## src/rtl/rdid_spi_reader.sv

```systemverilog
// rdid_spi_reader
//   SPI mode-0 master. It sends the JEDEC Read Identification command (0x9F)
//   and captures the three ID bytes the flash returns. The captured bytes
//   are held until the next read completes.
//
// Ports
//   clk, rst_n        system clock; synchronous active-low reset
//   start             request pulse, taken only while idle
//   busy              transaction in progress (CS_SETUP .. GAP)
//   done              one-cycle pulse when new ID bytes are valid
//   id_valid          sticky, set by the first done
//   manufacture_id    first returned byte
//   memory_type       second returned byte
//   memory_capacity   third returned byte
//   spi_cs_n, spi_sclk, spi_mosi, spi_miso   flash pins (sclk idles low)
//
// CLK_DIV is the number of clk cycles per SCLK half-period (2..255).
module rdid_spi_reader #(
  parameter int CLK_DIV = 4
) (
  input  logic       clk,
  input  logic       rst_n,
  input  logic       start,
  output logic       busy,
  output logic       done,
  output logic       id_valid,
  output logic [7:0] manufacture_id,
  output logic [7:0] memory_type,
  output logic [7:0] memory_capacity,
  output logic       spi_cs_n,
  output logic       spi_sclk,
  output logic       spi_mosi,
  input  logic       spi_miso
);

  localparam logic [7:0] CMD_RDID = 8'h9F;
  localparam logic [7:0] DIV_LAST = 8'(CLK_DIV - 1);

  typedef enum logic [2:0] {
    S_IDLE,
    S_CS_SETUP,
    S_SHIFT,
    S_CS_HOLD,
    S_GAP
  } state_e;

  state_e      state_q, state_d;
  logic [7:0]  cnt_q, cnt_d;     // half-period divider
  logic [5:0]  half_q, half_d;   // half-periods completed in SHIFT
  logic        sclk_q, sclk_d;
  logic [7:0]  tx_q, tx_d;       // MOSI bits still to send, MSB on the pin
  logic [23:0] rx_q, rx_d;       // last 24 MISO bits; command-phase bits fall off the top
  logic [7:0]  mid_q, mid_d;
  logic [7:0]  mtype_q, mtype_d;
  logic [7:0]  mcap_q, mcap_d;
  logic        done_q, done_d;
  logic        valid_q, valid_d;
  logic        tick;

  assign tick = (cnt_q == DIV_LAST);

  always_comb begin
    state_d = state_q;
    sclk_d  = sclk_q;
    half_d  = half_q;
    tx_d    = tx_q;
    rx_d    = rx_q;
    mid_d   = mid_q;
    mtype_d = mtype_q;
    mcap_d  = mcap_q;
    done_d  = 1'b0;
    valid_d = valid_q;

    case (state_q)
      S_IDLE: begin
        if (start) begin
          state_d = S_CS_SETUP;
          tx_d    = CMD_RDID;      // bit 7 appears on MOSI together with CS fall
        end
      end
      S_CS_SETUP: begin
        if (tick) begin
          state_d = S_SHIFT;
          sclk_d  = 1'b1;          // first rising edge opens SHIFT
          half_d  = '0;
        end
      end
      S_SHIFT: begin
        if (tick) begin
          // Falling edge: sample at the end of the high phase, then present
          // the next MOSI bit so it is stable for the whole next high phase.
          if (sclk_q) begin
            rx_d = {rx_q[22:0], spi_miso};
            tx_d = {tx_q[6:0], 1'b0};
          end
          // The 64th half-period is the low phase after the 32nd fall; its
          // tick leaves SHIFT instead of producing another rising edge.
          if (half_q == 6'd63) begin
            state_d = S_CS_HOLD;
            sclk_d  = 1'b0;
          end else begin
            sclk_d = ~sclk_q;
            half_d = half_q + 6'd1;
          end
        end
      end
      S_CS_HOLD: begin
        if (tick) begin
          state_d = S_GAP;
          done_d  = 1'b1;
          valid_d = 1'b1;
          mid_d   = rx_q[23:16];
          mtype_d = rx_q[15:8];
          mcap_d  = rx_q[7:0];
        end
      end
      S_GAP: begin
        if (tick) state_d = S_IDLE;
      end
      default: state_d = S_IDLE;
    endcase

    cnt_d = (state_d != state_q || tick) ? 8'd0 : cnt_q + 8'd1;
  end

  always_ff @(posedge clk) begin
    if (!rst_n) begin
      state_q <= S_IDLE;
      cnt_q   <= '0;
      half_q  <= '0;
      sclk_q  <= 1'b0;
      tx_q    <= '0;
      rx_q    <= '0;
      mid_q   <= '0;
      mtype_q <= '0;
      mcap_q  <= '0;
      done_q  <= 1'b0;
      valid_q <= 1'b0;
    end else begin
      state_q <= state_d;
      cnt_q   <= cnt_d;
      half_q  <= half_d;
      sclk_q  <= sclk_d;
      tx_q    <= tx_d;
      rx_q    <= rx_d;
      mid_q   <= mid_d;
      mtype_q <= mtype_d;
      mcap_q  <= mcap_d;
      done_q  <= done_d;
      valid_q <= valid_d;
    end
  end

  assign busy            = (state_q != S_IDLE);
  assign spi_cs_n        = !(state_q == S_CS_SETUP || state_q == S_SHIFT || state_q == S_CS_HOLD);
  assign spi_sclk        = sclk_q;
  // tx_q is empty outside a transaction, so MOSI rests low without gating.
  assign spi_mosi        = tx_q[7];
  assign done            = done_q;
  assign id_valid        = valid_q;
  assign manufacture_id  = mid_q;
  assign memory_type     = mtype_q;
  assign memory_capacity = mcap_q;

endmodule

```

## config.mk

```make
export PLATFORM = sky130hd
export DESIGN_NAME = rdid_spi_reader
export DESIGN_NICKNAME = d
export VERILOG_FILES = /design/src/rtl/rdid_spi_reader.sv
export SDC_FILE = /design/constraint.sdc
export NUM_CORES = 1
export LEC_CHECK = 0
export BUFFER_PORTS_ARGS = -buffer_cell sky130_fd_sc_hd__buf_2
export CORE_MARGIN = 2
export CORE_UTILIZATION = 50
export CTS_CLUSTER_SIZE = 28
export DETAILED_ROUTE_END_ITERATION = 8
export PLACE_DENSITY = 0.7
export REMOVE_ABC_BUFFERS = 1
export SLEW_MARGIN = 20
export SYNTH_ARGS = -nofsm -noshare
export SYNTH_HDL_FRONTEND = slang
export SYNTH_SLANG_ARGS = --single-unit
export TNS_END_PERCENT = 10
```

## constraint.sdc

```tcl
create_clock -name clk -period 3.85 [get_ports clk]
set_input_delay 0.385 -clock clk [delete_from_list [all_inputs] [get_ports clk]]
set_output_delay 0.385 -clock clk [all_outputs]
set_load 0.1 [all_outputs]
```

[Yosys cells after proc, flatten, opt, wreduce, memory -nomap -nowiden]
Index checks and enable logic that the tools add are counted.
Widths: inputs -> output; s select.
Cells by class
  add/sub/neg operators: 2
  multiply operators: 0
  div/mod/pow operators: 0
  $lt $le $gt $ge: 0
  equal/unequal tests: 12
  shift-type cells: 0
  multiplexer cells: 20
  bitwise logic cells: 2
  reduce and logical (&&, ||, !) cells: 15
Operator list (number)
  $mux 8: 3
  $mux 3: 6
  $mux 6: 3
  $pmux 8 s2: 1
  $pmux 3 s5: 1
  $pmux 6 s2: 1
  $ne 2x2->1 const B: 5
  $add 8x1->8 const B: 1
  $eq 8x2->1 const B: 1
  $reduce_and 4->1: 2
  $add 6x1->6 const B: 1
  $eq 3x2->1 const B: 2
  $eq 6x6->1 const B: 1
  $reduce_and 3->1: 2
  $mux 1: 4
  $reduce_and 2->1: 2
  $reduce_bool 2->1: 2
  $eq 3x1->1 const B: 1
  $eq 3x3->1 const B: 1
  $logic_not 3->1: 1
  $logic_or 1x1->1: 3
  $ne 3x3->1: 1
  $reduce_bool 3->1: 1
  $not 1->1: 2
  3 further kinds: 3
Storage, ports and cells
  register bits: 76
  bits in latches: 0
  RAM bits: 0
  bits in read-only memories: 0
  input bits: 4
  output and inout port bits: 30
  word-level logic and storage cells: 62
  memories: 0

[Depth between registers and ports, before layout]
  depth in word-level cells: 7
  depth in mapped cells: 7

[Worst setup path after synthesis]
No wires, ideal clock.
  kind: register to output
  start: reg state_q[2]
  end: out busy
  arrival time: 1.565 ns
  slack: 1.900 ns
  cell stages (with the launch flop): 4
  path buffers: 2
  cell sequence: dfxtp_1 > clkbuf_1 > clkbuf_1 > or3_1
Between the ends
  longest elaborated chain between the ends: 1
RTL lines
  from (decl): line 47  | state_e state_q, state_d;
  from (signal assigned): line 140  | state_q <= state_d;
  $reduce_bool 3->1: line 154  | assign busy = (state_q != S_IDLE);
  to (decl): line 24  | output logic busy,
Every way passes these cells.

[Final worst setup path]
  start: reg cnt_q[0]
  end: reg mid_q[0], in the netlist manufacture_id[0]
Between the ends
  longest elaborated chain between the ends: 2
RTL lines
  from (decl): line 48  | logic [7:0] cnt_q, cnt_d;
  from (signal assigned): line 141  | cnt_q <= cnt_d;
  $eq 8x2->1: line 60  | assign tick = (cnt_q == DIV_LAST);
  $reduce_and 2->1 (no line)
  to (signal assigned): line 146  | mid_q <= mid_d;
  to (decl): line 53  | logic [7:0] mid_q, mid_d;
Every way passes these cells.
A chain may end at the register's enable or synchronous reset.

==> results.tsv <==
stage	metric	value	unit
placement	portBuffers	33	
pwr	power_density	431	mW/mm2
worst_setup_path	setup.worst_path.start_class	flop	
global_route	grt_max_degree	42	
synthesis	synth_commonest_cells	nand2_1 (103), dfxtp_1 (76), a21boi_1 (39)	
sta	hold_violations	0	
sta	skew	0.00941	ns
sta	slew_headroom	0.407	
worst_setup_path	cp.required	4.12	ns
run_status	status	finished, final reports clean	
route	antenna_left	0	
synthesis	yosysMostFrequentCell	nand2_1	
route	vias	2358	
sta	fin_crit_sh	0.602	
clocking	cts.sinks	76	
clocking	cts_resized	0	
synthesis	synth_area_per_cell	8.90	um2
pwr	vdd_drop_max	0.211	mV
final_layout	nets	374	
worst_setup_path	cp_cell_sequence	ha_1, nor3b_2, and4_1, nand2_1, a21boi_0	
sta	finalSetupViolCount	0	
clocking	root_buffer	clkbuf_8	
die	fp.dieH	82.4	um
global_route	grt-ovfl-total	0	
global_route	antenna_found_initial	0	
route	dr.pass1.iters	4	
worst_setup_path	crit-reg2reg-capture	manufacture_id[0]$_SDFFE_PN0P_	
final_layout	num_antenna_cells	0	
worst_setup_path	crit_fanout	26	
synthesis	yosysTopAreaCell	dfxtp_1	
sta	report.final.slew_viol_count	0	
final_layout	fill_cells	537	
clocking	clk_pin_slew	0.08	ns
worst_hold_path	worstHoldStart	spi_miso	
die	ioPinCount	34	
synthesis	ys_seq_elements	76	
final_layout	drive_gt1_frac	0.174	
flow_run	max-cap-violations	0	
route	drt-total-wl	5.57	mm
worst_setup_path	cp_slowest_stage_delay	0.87	ns
synthesis	seq_area_frac_synth	0.495	
sta	fin_tns_setup	0	ns
die	die_w	82.4	um
route	wl_per_cell	12.4	um
clocking	cts_tree	done	
placement	finalWeightedCongestion	0.820	
synthesis	syn_area	0.00307	mm2
worst_setup_path	cp_num_cells	5	
synthesis	synth_area_leaders	dfxtp_1 (50%), nand2_1 (13%), a21boi_1 (9.5%), a21boi_0 (2.2%), clkbuf_1 (2.0%)	
sta	period_needed	2.32	ns
worst_setup_path	crit_path_end_kind	flop	
clocking	holdBufCountCts	0	
synthesis	ys_warn_count	0	
pwr	leakage	1.27	nW
worst_hold_path	hold-path-endpoint	rx_q[0]$_SDFFE_PN0P_	
synthesis	synthFlopType	dfxtp_1	
sta	postLayoutSetupSlackWorst	1.53	ns
global_route	grt_pass1_wl	9.45	mm
worst_setup_path	rrSetupSlack	1.53	ns
die	core_area	0.00592	mm2
die	dieArea	0.00679	mm2
clocking	clock_path_buffers	2	
route	routed_via_density	5.26	
synthesis	synth-edff-count	0	
sta	rsz0062_at_grt	no	
worst_setup_path	rr_startpoint	cnt_q[0]$_SDFF_PP0_	
worst_hold_path	hold_depth	3	
global_route	grt_use_total	0.183	
worst_setup_path	rr_worst_depth	5	
synthesis	syn_inst	345	
sta	worst_pin_slew	0.890	ns
final_layout	area_growth	12.5	%
placement	dp_slack	1.50	ns
sta	timing.fmax	432	MHz
clocking	cts_max_level	3	
worst_hold_path	hold_class	input port to flop	
clocking	numCtsBuffers	9	
worst_setup_path	cp_num_buf_inv	0	
synthesis	yosysTopAreaCellShare	0.495	
clocking	clk_latency	0.34	ns
global_route	grt_pass1_vias	2067	
route	drt_iter0_drc	142	
worst_setup_path	crit_family	simple AND/OR/NAND/NOR gates	
synthesis	synthDistinctLibCells	44	
worst_setup_path	worstPathArrival	2.58	ns
route	drcViolationCount	0	
placement	hpwl	3.46	mm
clocking	post_cts_buffers	0	
worst_setup_path	critPathKind	flop to flop	
synthesis	synthArstFlopShare	0	
die	rows	28	
worst_setup_path	slowest_stage	and4_1	
die	start_util	0.519	
[cell families after synthesis]
| kind of cell | count (synthesis) | share of synthesized area |
|---|---|---|
| AO/OA/AOI/OAI | 73 | 0.182 |
| XOR/XNOR | 8 | 0.0228 |
| adder cells (fa/ha/maj) | 2 | 0.00815 |
| buffers and inverters | 26 | 0.0350 |
| flip-flops | 76 | 0.495 |
| multiplexers | 4 | 0.0130 |
| AND/OR/NAND/NOR | 156 | 0.244 |
[layout make-up]
cell class,count,area [um2],share of cell area
well taps,75,93.8,0.0272
clock inverters,4,47.5,0.0138
inverters,2,7.51,0.00217
multi-input cells,243,1440,0.417
repair buffers,36,188,0.0543
clock buffers,12,155,0.0449
flip-flops and latches,76,1520,0.440
[worst min-delay path: cells and delay by family]
kind	cells	cell delay [ns]
simple gates	1	0.04
compound gates	1	0.07
buf+inv	1	0.10
[power breakdown]
group,internal (mW),switching (mW),leakage (nW)
Sequential,0.795,0.00837,0.614
Clock,0.333,0.275,0.102
Combinational,0.0264,0.0531,0.552
Total,1.15,0.336,1.27
[worst max-delay path by stage]
stage                          start                        endpoint  slack [ns]
5_1_grt          cnt_q[0]$_SDFF_PP0_     memory_type[4]$_SDFFE_PN0P_        1.35
3_3_place_gp     cnt_q[0]$_SDFF_PP0_     memory_type[1]$_SDFFE_PN0P_        1.58
3_5_place_dp     cnt_q[0]$_SDFF_PP0_  manufacture_id[0]$_SDFFE_PN0P_        1.50
2_1_floorplan  spi_sclk$_SDFFE_PN0P_            tx_q[1]$_SDFFE_PN0P_        1.34
6_report         cnt_q[0]$_SDFF_PP0_  manufacture_id[0]$_SDFFE_PN0P_        1.53
4_1_cts          cnt_q[0]$_SDFF_PP0_  manufacture_id[0]$_SDFFE_PN0P_        1.48
[per-stage QoR]
step | utilization | instances | power [mW] | hold slack (ns) | area [um2]
global route | 0.584 | 448 | 1.55 | 0.308 | 3460
finish | 0.584 | 448 | 1.49 | 0.320 | 3460
CTS | 0.584 | 448 | 1.51 | 0.308 | 3460
floorplan | - | 321 | 0.879 | 0.413 | 2970
global placement | 0.549 | 432 | 0.900 | 0.423 | 3250
detailed placement | 0.549 | 432 | 0.901 | 0.436 | 3250
[cells in the final DEF, fill, tap and decap left out, types with 2 or more instances in the layout]
cell	Yosys	layout
clkbuf_8	0	11
nor2b_1	3	3
o221a_2	5	5
ha_1	2	2
a21boi_0	9	9
and3_1	2	2
o41ai_1	4	4
clkinv_2	0	2
mux2i_1	4	4
xnor2_1	2	2
nor2_1	12	12
or4b_1	4	4
nand2_1	103	103
inv_1	2	2
o31ai_1	2	2
buf_2	8	33
xor2_1	6	6
buf_4	0	3
a21oi_1	7	7
and4_1	3	3
nand3_1	11	11
nand4_1	3	3
dfxtp_1	76	76
a21boi_1	39	39
[metal layers]
metal | global-route usage | part of all wire | up-vias
met2 | 0.281 | 0.45 | 41
met5 | 0 | 0 | -
met3 | 0.0522 | 0.038 | 7
met1 | 0.241 | 0.50 | 1084
met4 | 0.0767 | 0.015 | 0
li1 | - | - | 1226
[flip-flops by register name, indices dropped and copies added (netlist names)]
register,cells
state_q,3
spi_sclk,1
id_valid,1
done,1
manufacture_id,8
memory_type,8
memory_capacity,8
tx_q,8
rx_q,24
cnt_q,8
half_q,6
No activity file was read; power rests on OpenSTA's default activity.
